**config.mk**
```make
export PLATFORM = sky130hd
export DESIGN_NAME = instr_fetch_unit
export DESIGN_NICKNAME = d
export VERILOG_FILES = /design/src/rtl/instr_fetch_unit_pkg.sv /design/src/rtl/fetch_buffer.sv /design/src/rtl/instr_fetch_unit.sv
export SDC_FILE = /design/constraint.sdc
export NUM_CORES = 1
export LEC_CHECK = 0
export CORE_ASPECT_RATIO = 1.1
export CORE_MARGIN = 8
export CORE_UTILIZATION = 25
export CTS_BUF_LIST = sky130_fd_sc_hd__clkbuf_4 sky130_fd_sc_hd__clkbuf_8 sky130_fd_sc_hd__clkbuf_16
export CTS_CLUSTER_SIZE = 12
export DETAILED_ROUTE_END_ITERATION = 10
export DONT_BUFFER_PORTS = 1
export PLACE_DENSITY = 0.44
export SYNTH_ARGS = -nofsm -noshare
export SYNTH_HDL_FRONTEND = slang
export SYNTH_SLANG_ARGS = --single-unit
```
**constraint.sdc**
```tcl
create_clock -name clk -period 3.8 [get_ports clk]
set_input_delay 0.57 -clock clk [delete_from_list [all_inputs] [get_ports clk]]
set_output_delay 0.57 -clock clk [all_outputs]
set_load 0.005 [all_outputs]
```
**src/rtl/instr_fetch_unit_pkg.sv**
```systemverilog
// Shared constants and the fetch-buffer entry type for the instruction fetch unit.
package instr_fetch_unit_pkg;

  localparam int PC_WIDTH_DEF = 12;

  localparam logic [3:0] OPC_BRANCH = 4'hC;
  localparam logic [3:0] OPC_JUMP   = 4'hD;
  localparam logic [3:0] OPC_NOP    = 4'hF;

  localparam logic [15:0] NOP_INSTR = {OPC_NOP, 12'h000};

  typedef struct packed {
    logic [PC_WIDTH_DEF-1:0] pc;
    logic [15:0]             instruction;
  } fetch_entry_t;

endpackage

```
**src/rtl/fetch_buffer.sv**
```systemverilog
// In-order instruction buffer of depth 1 or 2; head is always entries[0].
// Simultaneous push and pop is legal at any fill level, including full.
module fetch_buffer
  import instr_fetch_unit_pkg::*;
#(
  parameter int DEPTH = 2
) (
  input  logic         clk,
  input  logic         rst,
  input  logic         flush,
  input  logic         push,
  input  fetch_entry_t push_data,
  input  logic         pop,
  output fetch_entry_t head,
  output logic [1:0]   count,
  output logic         full,
  output logic         empty
);

  localparam logic [1:0] DEPTH_CNT = 2'(DEPTH);

  fetch_entry_t entries [DEPTH];
  logic [1:0]   wr_idx;

  // A pop in the same cycle frees the head slot, so the write lands one lower.
  assign wr_idx = count - {1'b0, pop};

  always_ff @(posedge clk or posedge rst) begin
    if (rst) begin
      count <= '0;
      for (int i = 0; i < DEPTH; i++) entries[i] <= '0;
    end else if (flush) begin
      count <= '0;
    end else begin
      if (pop) entries[0] <= entries[DEPTH-1];
      if (push) begin
        for (int i = 0; i < DEPTH; i++) begin
          if (wr_idx == 2'(i)) entries[i] <= push_data;
        end
      end
      count <= count + {1'b0, push} - {1'b0, pop};
    end
  end

  assign head  = entries[0];
  assign empty = (count == 2'd0);
  assign full  = (count == DEPTH_CNT);

endmodule

```
**src/rtl/instr_fetch_unit.sv**
```systemverilog
// Instruction fetch: request/drop bookkeeping in front of a small prefetch buffer.
// Define FETCH_PREFETCH_BUF_EN for a 2-entry buffer (1 instr/cycle); default is 1 entry.
module instr_fetch_unit
  import instr_fetch_unit_pkg::*;
#(
  parameter int                  PC_WIDTH = PC_WIDTH_DEF,
  parameter logic [PC_WIDTH-1:0] RESET_PC = '0
) (
  input  logic                clk,
  input  logic                rst,
  output logic                imem_req,
  output logic [PC_WIDTH-1:0] imem_addr,
  input  logic                imem_gnt,
  input  logic                imem_rvalid,
  input  logic [15:0]         imem_rdata,
  input  logic                redirect_valid,
  input  logic [PC_WIDTH-1:0] redirect_pc,
  output logic                if_valid,
  output logic [15:0]         if_instruction,
  output logic [PC_WIDTH-1:0] if_pc,
  input  logic                if_ready
);

`ifdef FETCH_PREFETCH_BUF_EN
  localparam int BUF_DEPTH = 2;
`else
  localparam int BUF_DEPTH = 1;
`endif
  localparam logic [2:0] SLOTS = 3'(BUF_DEPTH);

  // Handshakes: imem transfers when imem_req & imem_gnt, decode transfers when
  // if_valid & if_ready; a valid side never withdraws or changes its payload
  // before the transfer, the only exception being a redirect on the fetch side.

  logic [PC_WIDTH-1:0] fetch_pc;
  logic [PC_WIDTH-1:0] resp_pc;
  logic [1:0]          outstanding;
  logic [1:0]          outstanding_next;
  logic [1:0]          drop_cnt;
  logic [1:0]          buf_count;
  logic                buf_full;
  logic                buf_empty;
  logic [2:0]          occupancy;
  logic                pop;
  logic                grant;
  logic                resp;
  logic                discard;
  logic                push;
  fetch_entry_t        push_entry;
  fetch_entry_t        head_entry;

  assign pop = !buf_empty && if_ready;

  // Slots promised = buffered + in flight (including those to be dropped),
  // less the head leaving this cycle. Holding below SLOTS guarantees space.
  assign occupancy = {1'b0, buf_count} + {1'b0, outstanding} - {2'b00, pop};
  assign imem_req  = !rst && !(buf_full && !pop) && (occupancy < SLOTS);
  assign imem_addr = fetch_pc;

  assign grant   = imem_req && imem_gnt;
  assign resp    = imem_rvalid && (outstanding != 2'd0);
  assign discard = resp && (drop_cnt != 2'd0);
  assign push    = resp && !discard && !redirect_valid;

  assign outstanding_next = outstanding + {1'b0, grant} - {1'b0, resp};

  // Responses are in order and requests are sequential from the last redirect,
  // so the tag of the next kept response is simply a running PC.
  always_ff @(posedge clk or posedge rst) begin
    if (rst) begin
      fetch_pc    <= RESET_PC;
      resp_pc     <= RESET_PC;
      outstanding <= '0;
      drop_cnt    <= '0;
    end else begin
      outstanding <= outstanding_next;
      if (redirect_valid) begin
        fetch_pc <= redirect_pc;
        resp_pc  <= redirect_pc;
        drop_cnt <= outstanding_next;
      end else begin
        if (grant)   fetch_pc <= fetch_pc + PC_WIDTH'(1);
        if (push)    resp_pc  <= resp_pc + PC_WIDTH'(1);
        if (discard) drop_cnt <= drop_cnt - 2'd1;
      end
    end
  end

  assign push_entry.pc          = resp_pc;
  assign push_entry.instruction = imem_rdata;

  fetch_buffer #(
    .DEPTH(BUF_DEPTH)
  ) u_fetch_buffer (
    .clk       (clk),
    .rst       (rst),
    .flush     (redirect_valid),
    .push      (push),
    .push_data (push_entry),
    .pop       (pop),
    .head      (head_entry),
    .count     (buf_count),
    .full      (buf_full),
    .empty     (buf_empty)
  );

  assign if_valid       = !buf_empty;
  assign if_instruction = buf_empty ? NOP_INSTR : head_entry.instruction;
  assign if_pc          = buf_empty ? '0 : head_entry.pc;

endmodule

```
**After elaboration in Yosys (flattened, before gate mapping)**

Index checks and enable logic that the tools add are counted.

- Bits in registers: 58
- Bits in read-only memories: 0
- Input port bits: 34
- Logic and storage cells: 52
- Latch bits: 0
- Output and inout port bits: 42
- Memories: 0
- RAM bits: 0

- Shift operators: 0
- $mul: 0
- Bitwise logic cells: 1
- Mux-type cells: 9
- Order comparisons: 1
- Reductions and logical operators: 23
- Add/sub/neg operators: 10
- Divide/modulo/power cells: 0
- Eq/ne operators: 1

Operator list:

| operator | count |
|---|---|
| two-way mux 12 bit | 5 |
| adder 12 x 1 -> 12 bit, second input constant | 2 |
| two-way mux 16 bit | 1 |
| nonzero test 2 bit | 5 |
| logical AND 1 bit | 9 |
| zero test 1 bit | 6 |
| two-way mux 2 bit | 3 |
| subtractor 2 x 1 -> 2 bit | 3 |
| adder 2 x 1 -> 2 bit | 2 |
| zero test 2 bit | 2 |
| adder 2 x 2 -> 3 bit | 1 |
| < comparator 3 x 1 -> 1 bit, second input constant | 1 |
| AND reduction 3 bit | 1 |
| subtractor 3 x 1 -> 3 bit | 1 |
| == test 2 x 1 -> 1 bit, second input constant | 1 |
| subtractor 2 x 1 -> 2 bit, second input constant | 1 |
| NOT 1 bit | 1 |

**Logic depth before layout (Yosys ltp)**

Gate-level depths: netlist (run 1).

- Word-level depth: 12
- Depth in mapped cells: 14
- Depth with buffers taken out: 14

**Modules after synthesis**

A second synthesis (run 1) with hierarchy kept.

- Cell total of the unflattened synthesis: 288
- Area, all modules: 3183.1 um2

Modules (own cells, without submodules):

| module | times used | seq. area each (um2) | area each (um2) | cells each |
|---|---|---|---|---|
| instr_fetch_unit | 1 | 700.7 | 1981.9 | 213 |
| fetch_buffer | 1 | 750.7 | 1201.2 | 75 |

**Worst setup path before layout (run 1)**

Ideal clock, no wire load.

- Path type: input to register
- Start point: input if_ready
- End point: register drop_cnt[1]
- Required time: 3.675 ns
- Setup time: 0.125 ns
- Cell stages on the path: 14
- Path buffers: 0
- Setup slack: 0.418 ns
- Arrival time: 3.257 ns
- Path through: nor2b_1 -> nand2b_1 -> ha_1 -> inv_1 -> fa_1 -> nand4bb_1 -> nor3_1 -> inv_1 -> ha_1 -> inv_1 -> ha_1 -> xnor2_1 -> xnor2_1 -> mux2_2

- Cells in the longest elaborated chain, start to end: 10
- Elaborated cells on any way between the ends: 12
- Those cells by class: 3 x add/sub; 1 x order compare; 1 x mux; 7 x reduce/logical

Ends and longest elaborated chain:

| what | line | source |
|---|---|---|
| start: declaration | instr_fetch_unit.sv:21 | `input logic if_ready` |
| logical AND 1 bit (*) | instr_fetch_unit.sv:52 | `assign pop = !buf_empty && if_ready;` |
| parallel branches: the longest is 4 deep, another holds subtractor 3 x 1 -> 3 bit | n/a |  |
| logical AND 1 bit (*) | instr_fetch_unit.sv:57 | `assign imem_req = !rst && !(buf_full && !pop) && (occupancy < SLOTS);` |
| logical AND 1 bit (*) | instr_fetch_unit.sv:60 | `assign grant = imem_req && imem_gnt;` |
| adder 2 x 1 -> 2 bit (*) | instr_fetch_unit.sv:65 | `assign outstanding_next = outstanding + {1'b0, grant} - {1'b0, resp};` |
| subtractor 2 x 1 -> 2 bit (*) | instr_fetch_unit.sv:65 |  |
| net outstanding_next[1] | instr_fetch_unit.sv:38 | `logic [1:0] outstanding_next;` |
| two-way mux 2 bit (*) | instr_fetch_unit.sv:77 | `if (redirect_valid) begin` |
| end signal: assignment | instr_fetch_unit.sv:80 | `drop_cnt <= outstanding_next;` |
| end signal: assignment | instr_fetch_unit.sv:84 | `if (discard) drop_cnt <= drop_cnt - 2'd1;` |
| end: declaration | instr_fetch_unit.sv:39 | `logic [1:0] drop_cnt;` |

Mark *: on every way through the listed nets, which the timed path passes.
A chain may end at the register's enable or synchronous reset.

**Final worst setup path (run 1)**

- Start point: register u_fetch_buffer.count[0]
- End point: register drop_cnt[1]

- Cells in the longest elaborated chain, start to end: 12
- Elaborated cells on any way between the ends: 16
- Those cells by class: 4 x add/sub; 1 x order compare; 1 x eq/ne; 1 x mux; 9 x reduce/logical

Ends and longest elaborated chain:

| what | line | source |
|---|---|---|
| start: declaration | fetch_buffer.sv:15 | `output logic [1:0] count,` |
| start signal: assignment | fetch_buffer.sv:41 | `count <= count + {1'b0, push} - {1'b0, pop};` |
| parallel branches: the longest is 7 deep, another holds adder 2 x 2 -> 3 bit | n/a |  |
| logical AND 1 bit (*) | instr_fetch_unit.sv:57 |  |
| logical AND 1 bit (*) | instr_fetch_unit.sv:60 |  |
| adder 2 x 1 -> 2 bit (*) | instr_fetch_unit.sv:65 |  |
| subtractor 2 x 1 -> 2 bit (*) | instr_fetch_unit.sv:65 |  |
| net outstanding_next[1] | instr_fetch_unit.sv:38 |  |
| two-way mux 2 bit (*) | instr_fetch_unit.sv:77 |  |

Marks and branches as above.

==> impl_metrics.py, run 1 <==
metrics = {
    "power_and_ir_drop": {
        "power_density_nw_per_um2": 674,
        "pwr-share-comb_pct": 24.0,
        "pwr-share-seq_pct": 39.8,
        "swShare_pct": 28.3,
        "clkPwrFrac_pct": 36.3,
        "p_sw_mw": 0.688,
        "power.internal_mw": 1.74,
        "p_leak_nw": 1.46,
        "power_mw": 2.43,
        "vdd_drop_max_uv": 202,
    },
    "setup_path": {
        "rr_startpoint": "u_fetch_buffer.count[0]",
        "r2r_slack_ns": 0.51,
        "crit_path_end_kind": "flip-flop",
        "cp_max_fo": 4,
        "cp_data_required_time_ns": 4.00,
        "cp.arrival_ns": 3.49,
        "start_kind": "flip-flop",
        "worst_r2r_path_depth": 14,
        "r2r-end": "drop_cnt[1]",
        "criticalPathCategory": "flip-flop to flip-flop",
    },
    "routing": {
        "first_pass_iters": 4,
        "routedWlPerCell_um": 17.4,
        "wl_um": 7660,
        "viasPerCell": 4.63,
        "drtIter0Drc": 93,
        "ant_nets": 0,
        "vias": 2041,
        "drc": 0,
    },
    "yosys": {
        "synthArstFlopShare_pct": 100,
        "synth-main-ff-cell": "dfrtp_1",
        "synthDistinctLibCells": 43,
        "syn_avg_cell_area_um2": 11.2,
        "synth_enable_flop_cells": 0,
        "ys_seq_area_share_pct": 46.8,
        "ys_ff_latch": 58,
        "syn_area_um2": 3100,
        "synth.most_common_cell": "dfrtp_1",
        "yosysTopAreaCell": "dfrtp_1",
        "syn_nets": 319,
        "yosys-top-cells-area": "dfrtp_1 (47%), mux2_1 (7.3%), mux2_2 (6.2%)",
        "synth_top_area_share_pct": 46.8,
        "netlist_top_cells_count": "dfrtp_1 (58), nor2b_1 (27), mux2_1 (20), mux2_2 (17), inv_1 (15)",
        "yosys_warnings": 0,
        "syn_inst": 276,
    },
    "cts": {
        "clock-sinks": 58,
        "cts_buffers": 9,
        "clkTransAtPathRegs_ns": 0.05,
        "cts_root_buf": "clkbuf_16",
        "worstSkewPairLatency_ns": 0.32,
        "cts_hold_buf": 0,
        "htree_levels": 3,
        "post_cts_buffers": 0,
        "cts.repair.resized": 0,
        "cts_buffer_depth": 2,
        "cts_tree": "yes",
    },
    "place": {
        "place_ws_ns": 0.318,
        "io_buffers": 0,
        "dp_hpwl_um": 5680,
        "gp_congestion": 0.791,
        "placed_cells": 425,
        "placed_cell_area_um2": 3280,
    },
    "cells_and_area": {
        "fillerInstances": 1261,
        "final_cell_count_no_fill": 441,
        "antenna_cells": 0,
        "area.sequential_um2": 1450,
        "num-nets-final": 325,
        "drive_gt1_share_pct": 17.1,
        "multi_input_area_um2": 1540,
        "syn2layout_area_growth_pct": 16.2,
        "final_area_um2": 3600,
    },
    "die": {
        "rows": 42,
        "die-area_um2": 16200,
        "coreArea_um2": 12100,
        "io_pins": 76,
        "start_util_pct": 25.6,
        "die_h_um": 133,
        "die_w_um": 122,
    },
    "global_route": {
        "grt_remaining_overflow": 0,
        "grt_pass1_wl_um": 12400,
        "grt_max_degree": 33,
        "grt_usage_pct": 9.83,
        "grt_pass1_vias": 2143,
        "antenna_found_initial": 0,
    },
    "timing": {
        "fin_crit_sh_pct": 86.5,
        "finClkSkew_ns": 0.00592,
        "setup_violations": 0,
        "tightest_slew_ns": 0.830,
        "rsz0062_at_grt": "false",
        "setup_tns_ns": 0,
        "fin_ws_ns": 0.515,
        "max_clock_freq_mhz": 304,
        "final_hold_viol_count": 0,
        "slew_violations": 0,
        "period_needed_ns": 3.29,
        "max_slew_margin_pct": 44.6,
    },
    "run_status": {
        "status": "complete, no violations",
    },
    "min_path": {
        "hold_path_class": "input port to asynchronous set/reset pin",
    },
    "job": {
        "maxCapViolCount": 0,
    },
}
## stage by stage
stage / util (%) / hold slack [ns]
6_report: 29.8 / 0.245
5_1_grt: 29.8 / 0.300
4_1_cts: 29.8 / 0.273
3_5_place_dp: 27.1 / 0.467
3_3_place_gp: 27.1 / 0.461
2_1_floorplan: - / 0.450
## worst max-delay path: stages (launching register included)
cell and delay [ns]:
dfrtp_1 0.38, nor2b_1 0.26, nand2b_1 0.19, ha_1 0.16, inv_1 0.05, fa_1 0.49
nand4bb_1 0.13, nor3_1 0.40, inv_1 0.09, ha_1 0.28, inv_1 0.04, ha_1 0.17
xnor2_1 0.13, xnor2_1 0.14, mux2_2 0.26
## state kept, by name (all words and copies together), names as in the netlist
register	count
resp_pc	12
outstanding	2
drop_cnt	2
u_fetch_buffer.count	2
u_fetch_buffer.head	28
imem_addr	12
## kinds of logic (layout without fill, tap and decap cells)
| logic type | Yosys count | after routing | share of synthesized area (%) |
|---|---|---|---|
| AOI/OAI and AO/OA | 22 | 22 | 5.21 |
| xor gates and xnor gates | 19 | 19 | 5.37 |
| adders and majority gates | 9 | 9 | 3.88 |
| buffers and inverters | 25 | 36 | 3.55 |
| DFF | 58 | 58 | 46.8 |
| muxes | 39 | 39 | 14.1 |
| and+or+nand+nor | 104 | 104 | 21.1 |
## metal layers
metal	part of all wire, %	wire length, um	global-route usage [%]	up-vias
li1	-	-	-	983
met1	44	3400	11.9	979
met2	43	3300	14.7	73
met3	11	877	5.28	6
met4	1.1	84	2.64	0
met5	0	0	0	-
## power groups by stage
stage	Combinational, mW	Sequential (mW)	Clock (mW)
after detailed placement	0.596	0.982	0
after global placement	0.580	0.975	0
after global routing	0.663	1.00	0.936
final	0.581	0.965	0.881
after CTS	0.598	0.971	0.906
after floorplan	0.491	0.933	0
## worst max-delay path by stage
stage,from,endpoint,slack [ns],depth (start not counted)
CTS,u_fetch_buffer.count[0],drop_cnt[1],0.48,14
detailed placement,if_ready,drop_cnt[1],0.32,14
finish,u_fetch_buffer.count[0],drop_cnt[1],0.51,14
global route,u_fetch_buffer.count[0],drop_cnt[1],0.22,14
floorplan,if_ready,drop_cnt[1],0.42,14
global placement,if_ready,drop_cnt[1],0.46,14
## final cells by class
type	count	share of cell area [%]
multi-input combinational	193	42.8
sequential	58	40.3
clock buffer	11	6.84
tap	154	5.35
clock inverter	5	2.15
inverter	15	1.56
timing repair buffer	5	1.04
## cell usage in the layout, fill, tap and decap left out, types with 3 or more instances in the layout
master,instances
clkbuf_16,9
nand2_1,9
xnor2_1,12
nor3_1,12
nand3_1,5
mux2_1,20
or2_2,4
nor2_1,8
a21oi_1,3
nor4_1,6
inv_1,14
ha_1,8
and3_1,4
nand4_1,5
a31oi_1,3
a21boi_0,6
dfrtp_1,58
buf_4,5
mux2_2,17
o31a_1,3
and4_1,5
nor2b_1,27
nand2b_1,7
xor2_1,7
Note: power is estimated with default switching activity, not from simulation.
==> run 2, diff against run 1 <==
Settings changed: SYNTH_HIERARCHICAL from default to 1.
==> run 2 against run 1 <==
  * Synthesized cell count increased by 4.3%
  * Routed wire length grew 0.26%
  * Area after synthesis grew 2.7%
  * Total power is 22% higher
  * Critical endpoint unchanged
  * Largest cell class unchanged
==> impl_metrics.py, run 2 <==
metrics = {
    "run_status": {
        "status": "complete, no violations",
    },
    "global_route": {
        "grt_remaining_overflow": 0,
        "grt_max_degree": 31,
        "grt_usage_pct": 9.60,
        "antenna_found_initial": 4,
        "grt_pass1_wl_um": 12100,
        "grt_pass1_vias": 2139,
    },
    "die": {
        "io_pins": 76,
        "start_util_pct": 25.4,
        "die_w_um": 124,
        "die-area_um2": 16600,
        "rows": 43,
        "die_h_um": 134,
        "coreArea_um2": 12500,
    },
    "yosys": {
        "syn_inst": 288,
        "yosys-top-cells-area": "dfrtp_1 (46%), mux2_2 (12%), nor2b_1 (5.1%)",
        "yosysTopAreaCell": "dfrtp_1",
        "synthArstFlopShare_pct": 100,
        "netlist_top_cells_count": "dfrtp_1 (58), mux2_2 (33), nor2b_1 (26), inv_1 (20), nor2_1 (12)",
        "syn_avg_cell_area_um2": 11.1,
        "synth-main-ff-cell": "dfrtp_1",
        "yosys_warnings": 6,
        "synth.most_common_cell": "dfrtp_1",
        "synth_top_area_share_pct": 45.6,
        "syn_nets": 334,
        "synth_enable_flop_cells": 0,
        "synthDistinctLibCells": 43,
        "ys_seq_area_share_pct": 45.6,
        "syn_area_um2": 3180,
        "ys_ff_latch": 58,
    },
    "setup_path": {
        "cp_cell_sequence": "nor2_2 > nand2b_2 > inv_1 > ha_1 > inv_1 > ha_1 > inv_1 > fa_1 > or3b_4 > a2111oi_4 > inv_1 > ha_1 > inv_1 > ha_1 > xnor2_1 > xnor2_1 > mux2_2",
        "cp.arrival_ns": 3.77,
        "slowest_delay_ns": 0.49,
        "start_kind": "flip-flop",
        "cpMostUsedCell": "inv_1",
        "criticalPathCategory": "flip-flop to flip-flop",
        "crit_path_end_kind": "flip-flop",
        "path_buf_inv": 5,
        "crit_family": "adder cells",
        "cp_slowest_cell": "fa_1",
        "cp_data_required_time_ns": 4.00,
        "cp_max_fo": 3,
    },
    "timing": {
        "rsz0062_at_grt": "false",
        "final_hold_viol_count": 0,
        "setup_violations": 0,
        "max_slew_margin_pct": 48.6,
        "max_clock_freq_mhz": 281,
        "period_needed_ns": 3.56,
        "fin_crit_sh_pct": 93.8,
        "slew_violations": 0,
        "holdWs_ns": 0.216,
        "setup_tns_ns": 0,
        "finClkSkew_ns": 0.00818,
        "tightest_slew_ns": 0.767,
    },
    "place": {
        "io_buffers": 0,
        "gp_congestion": 0.704,
        "placed_cell_area_um2": 3380,
        "dp_hpwl_um": 5860,
    },
    "cells_and_area": {
        "drive_gt1_share_pct": 23.1,
        "layout_common_cells": "dfrtp_1 (58), mux2_2 (33), nor2b_1 (26), inv_1 (20)",
        "syn2layout_area_growth_pct": 17.4,
        "largest_register_ffs": 28,
        "num-nets-final": 344,
        "final_area_um2": 3740,
        "layout_commonest_cell": "dfrtp_1",
        "fillerInstances": 1255,
    },
    "routing": {
        "drc": 0,
        "wl_um": 7680,
        "vias": 2133,
        "viasPerCell": 4.60,
        "drtIter0Drc": 76,
        "first_pass_iters": 4,
        "routedWlPerCell_um": 16.6,
        "ant_nets": 0,
    },
    "power_and_ir_drop": {
        "power_density_nw_per_um2": 791,
        "vdd_drop_max_uv": 325,
        "p_leak_nw": 1.55,
    },
    "cts": {
        "clkTransAtPathRegs_ns": 0.06,
        "cts_root_buf": "clkbuf_16",
        "worstSkewPairLatency_ns": 0.32,
        "cts_tree": "yes",
        "cts_buffers": 9,
        "cts_buffer_depth": 2,
        "htree_levels": 3,
        "clock-sinks": 58,
    },
    "min_path": {
        "hold_path_class": "input port to asynchronous set/reset pin",
    },
    "job": {
        "maxCapViolCount": 0,
    },
}
## run 2: cell types whose count changed after synthesis, moves of 3 or more
cell / previous run / this run
o21ai_0: 1 / 4
nor2_1: 9 / 12
inv_1: 15 / 20
ha_1: 8 / 11
and4_1: 5 / 2
a211oi_1: 0 / 3
nor3_1: 12 / 8
mux2_1: 20 / 1
mux2_2: 17 / 33
## run 2: worst reg2reg max path: stages (launching register included)
cell	delay (ns)
dfrtp_1	0.39
nor2_2	0.12
nand2b_2	0.13
inv_1	0.07
ha_1	0.27
inv_1	0.06
ha_1	0.13
inv_1	0.05
fa_1	0.49
or3b_4	0.41
a2111oi_4	0.21
inv_1	0.07
ha_1	0.27
inv_1	0.04
ha_1	0.18
xnor2_1	0.19
xnor2_1	0.11
mux2_2	0.26
## run 2: per-layer routing
layer / global-route usage [%] / vias to the layer above / wire (um)
met4: 3.68 / 0 / 99
met5: 0 / - / 0
met2: 14.7 / 63 / 3600
met1: 10.9 / 1027 / 3090
met3: 5.21 / 7 / 897
li1: - / 1036 / -
## run 2: repair_timing
item	in CTS	in global routing
hold buffers	0	0
buffers inserted	0	1
endpoints found under the setup margin	0	1
resized for setup	0	0
## run 2: logic make-up (layout without fill, tap and decap cells)
group,Yosys count,after routing,share of synthesized area [%]
flops,58,58,45.6
compound gates,33,33,8.84
buf+inv,31,46,4.36
other cells,0,4,0
xor+xnor,20,20,5.50
fa+ha+maj,12,12,4.95
simple gates,97,97,17.8
mux,37,37,13.0
## run 2: cell type report
cell class                      instances  area (um2)  area share, %
Multi-Input combinational cell        199        1600           42.8
Sequential cell                        58        1450           38.8
Clock buffer                           12         260           6.97
Tap cell                              157         196           5.26
Inverter                               21        78.8           2.11
Clock inverter                          4        73.8           1.98
Timing Repair Buffer                    9        67.6           1.81
Antenna cell                            4        10.0          0.268
## run 2: report_power, final
part	leakage, nW	internal, mW	switching, mW
sequential	0.701	0.836	0.152
clock	0.166	0.616	0.277
combinational	0.687	0.513	0.560
total	1.55	1.97	0.989
## run 2: path summary, 6_finish.rpt
path | from | to | slack, ns | depth (start not counted)
max | u_fetch_buffer/count[1] | drop_cnt[1] | 0.24 | 17
min | rst | resp_pc[9] | 0.22 | 2
max reg2reg | u_fetch_buffer/count[1] | drop_cnt[1] | 0.24 | 17
min reg2reg | u_fetch_buffer/head[13] | u_fetch_buffer/head[13] | 0.49 | 1
max in group asynchronous | rst | u_fetch_buffer/head[11] | 3.28 | 2
min in group clk | redirect_valid | u_fetch_buffer/count[1] | 0.33 | 1
## run 2: per-stage QoR
stage / setup slack, ns / utilization, % / std cells / power, mW
final: 0.236 / 29.8 / 464 / 2.95
after global routing: 0.0417 / 29.8 / 464 / 3.19
after CTS: 0.148 / 29.7 / 459 / 3.02
after detailed placement: 0.165 / 27.0 / 443 / 2.10
after global placement: 0.204 / 27.0 / 443 / 2.07
after floorplan: 0.00141 / - / 288 / 1.83
==> run 3, diff against run 2 <==
Settings changed: CORE_MARGIN 8 to 1.5.
==> run 3 against run 2 <==
  * Sequential share of layout area shrank 0.44 points
  * Register-to-register slack lost 0.02 ns
  * Flip-flop and latch count is the same
  * Global-route usage grew 1.4 points
  * Largest power group unchanged
  * Highest routed layer unchanged
  * Fmax shrank 0.46%
  * Critical path depth is the same
  * First-iteration DRC count grew 14%
  * Die area shrank 19%
==> impl_metrics.py, run 3 (synthesized netlist as in run 2, its figures left out) <==
metrics = {
    "cts": {
        "cts_buffer_depth": 2,
        "clkTransAtPathRegs_ns": 0.05,
        "htree_levels": 3,
        "cts_buffers": 9,
        "clock-sinks": 58,
        "cts_hold_buf": 0,
        "cts.repair.resized": 0,
        "post_cts_buffers": 0,
        "cts_root_buf": "clkbuf_16",
        "worstSkewPairLatency_ns": 0.32,
        "cts_tree": "yes",
    },
    "cells_and_area": {
        "multi_input_area_um2": 1600,
        "layout_common_cells": "dfrtp_1 (58), mux2_2 (33), nor2b_1 (26), inv_1 (20)",
        "antenna_cells": 0,
        "num-nets-final": 344,
        "layout_commonest_cell": "dfrtp_1",
        "largest_register_ffs": 28,
        "drive_gt1_share_pct": 23.1,
        "area.sequential_um2": 1450,
        "fillerInstances": 1270,
        "syn2layout_area_growth_pct": 18.7,
    },
    "setup_path": {
        "cp-startpoint": "u_fetch_buffer/count[1]",
        "cp_max_fo": 3,
        "worst_r2r_path_depth": 17,
        "cp.arrival_ns": 3.78,
        "crit_path_end_kind": "flip-flop",
        "cpMostUsedCell": "inv_1",
        "cp_data_required_time_ns": 4.00,
        "r2r_slack_ns": 0.22,
        "r2r-end": "drop_cnt[1]",
        "cp_slowest_cell": "fa_1",
        "slowest_delay_ns": 0.50,
        "start_kind": "flip-flop",
        "cp_cell_sequence": "nor2_2 > nand2b_2 > inv_1 > ha_1 > inv_1 > ha_1 > inv_1 > fa_1 > or3b_4 > a2111oi_4 > inv_1 > ha_1 > inv_1 > ha_1 > xnor2_1 > xnor2_1 > mux2_2",
        "criticalPathCategory": "flip-flop to flip-flop",
        "rr_startpoint": "u_fetch_buffer/count[1]",
    },
    "run_status": {
        "status": "complete, no violations",
    },
    "place": {
        "gp_congestion": 0.708,
        "io_buffers": 0,
        "dp_hpwl_um": 5280,
    },
    "routing": {
        "top_layer": "met4",
        "wl_met3_um": 624,
        "dr_wl_met2_um": 3280,
        "drtIter0Drc": 87,
        "vias": 2161,
        "wl_um": 7090,
        "ant_nets": 0,
        "viasPerCell": 4.70,
        "drc": 0,
        "routedWlPerCell_um": 15.4,
        "wl_met1_um": 3090,
        "first_pass_iters": 5,
    },
    "timing": {
        "holdWs_ns": 0.205,
        "setup_tns_ns": 0,
        "final_hold_viol_count": 0,
        "max_slew_margin_pct": 47.3,
        "rsz0062_at_grt": "false",
        "max_clock_freq_mhz": 279,
        "finClkSkew_ns": 0.00560,
        "fin_crit_sh_pct": 94.2,
        "setup_violations": 0,
        "tightest_slew_ns": 0.785,
        "slew_violations": 0,
        "period_needed_ns": 3.58,
    },
    "die": {
        "die_h_um": 121,
        "coreArea_um2": 12500,
        "rows": 43,
        "io_pins": 76,
        "start_util_pct": 25.4,
        "die-area_um2": 13400,
        "die_w_um": 111,
    },
    "global_route": {
        "antenna_found_initial": 0,
        "grt_pass1_vias": 2157,
        "grt_remaining_overflow": 0,
        "grt_max_degree": 31,
        "grt_pass1_wl_um": 11500,
        "grt_usage_pct": 11.0,
    },
    "power_and_ir_drop": {
        "power_density_nw_per_um2": 823,
        "vdd_drop_max_uv": 340,
        "p_leak_nw": 1.58,
    },
    "min_path": {
        "hold_path_class": "input port to asynchronous set/reset pin",
    },
    "job": {
        "maxCapViolCount": 0,
    },
}
run 3: cell types whose count changed in the layout (fill, tap and decap cells not counted), sizes merged:
cell / delta
diode: -4
bufinv: +2
clkinv: -2
run 3: area by class of cell:
class / count / share of cell area (%)
Sequential cell: 58 / 38.4
Clock buffer: 12 / 7.05
Tap cell: 157 / 5.20
Multi-Input combinational cell: 199 / 42.3
Clock inverter: 4 / 3.18
Timing Repair Buffer: 9 / 1.79
Inverter: 21 / 2.09
run 3: worst max-delay path by stage:
stage | end | slack, ns
finish | drop_cnt[1] | 0.22
global route | drop_cnt[1] | 0.01
CTS | drop_cnt[1] | 0.19
detailed placement | drop_cnt[1] | 0.21
global placement | drop_cnt[1] | 0.22
floorplan | drop_cnt[1] | 0.001
run 3: report_power, final:
part           switching [mW]  total [mW]  internal (mW)
Sequential              0.153       0.989          0.835
Combinational           0.549        1.08          0.534
Clock                   0.276        1.04          0.760
Total                   0.978        3.11           2.13
run 3: stage by stage:
step,utilization (%),setup slack [ns],area [um2],instances,power (mW)
final,30.1,0.220,3780,460,3.11
after global routing,30.1,0.0133,3780,460,3.32
after CTS,30.1,0.187,3780,460,3.16
after detailed placement,27.1,0.208,3390,444,2.10
after global placement,27.1,0.216,3390,444,2.09
after floorplan,-,0.00141,3190,288,1.83
run 3: critical path: cells and delay by family, from the launching register on:
kind	cells	cell delay, ns
XOR/XNOR	2	0.26
adder cells (fa/ha/maj)	5	1.33
AO/OA/AOI/OAI	1	0.30
buffers and inverters	5	0.26
flip-flops	1	0.38
AND/OR/NAND/NOR	3	0.65
multiplexers	1	0.26
run 3: layer usage:
metal / global-route usage (%) / vias up
li1: - / 1029
met1: 12.5 / 1049
met2: 18.0 / 75
met3: 5.19 / 8
met4: 4.41 / 0
met5: 0 / -
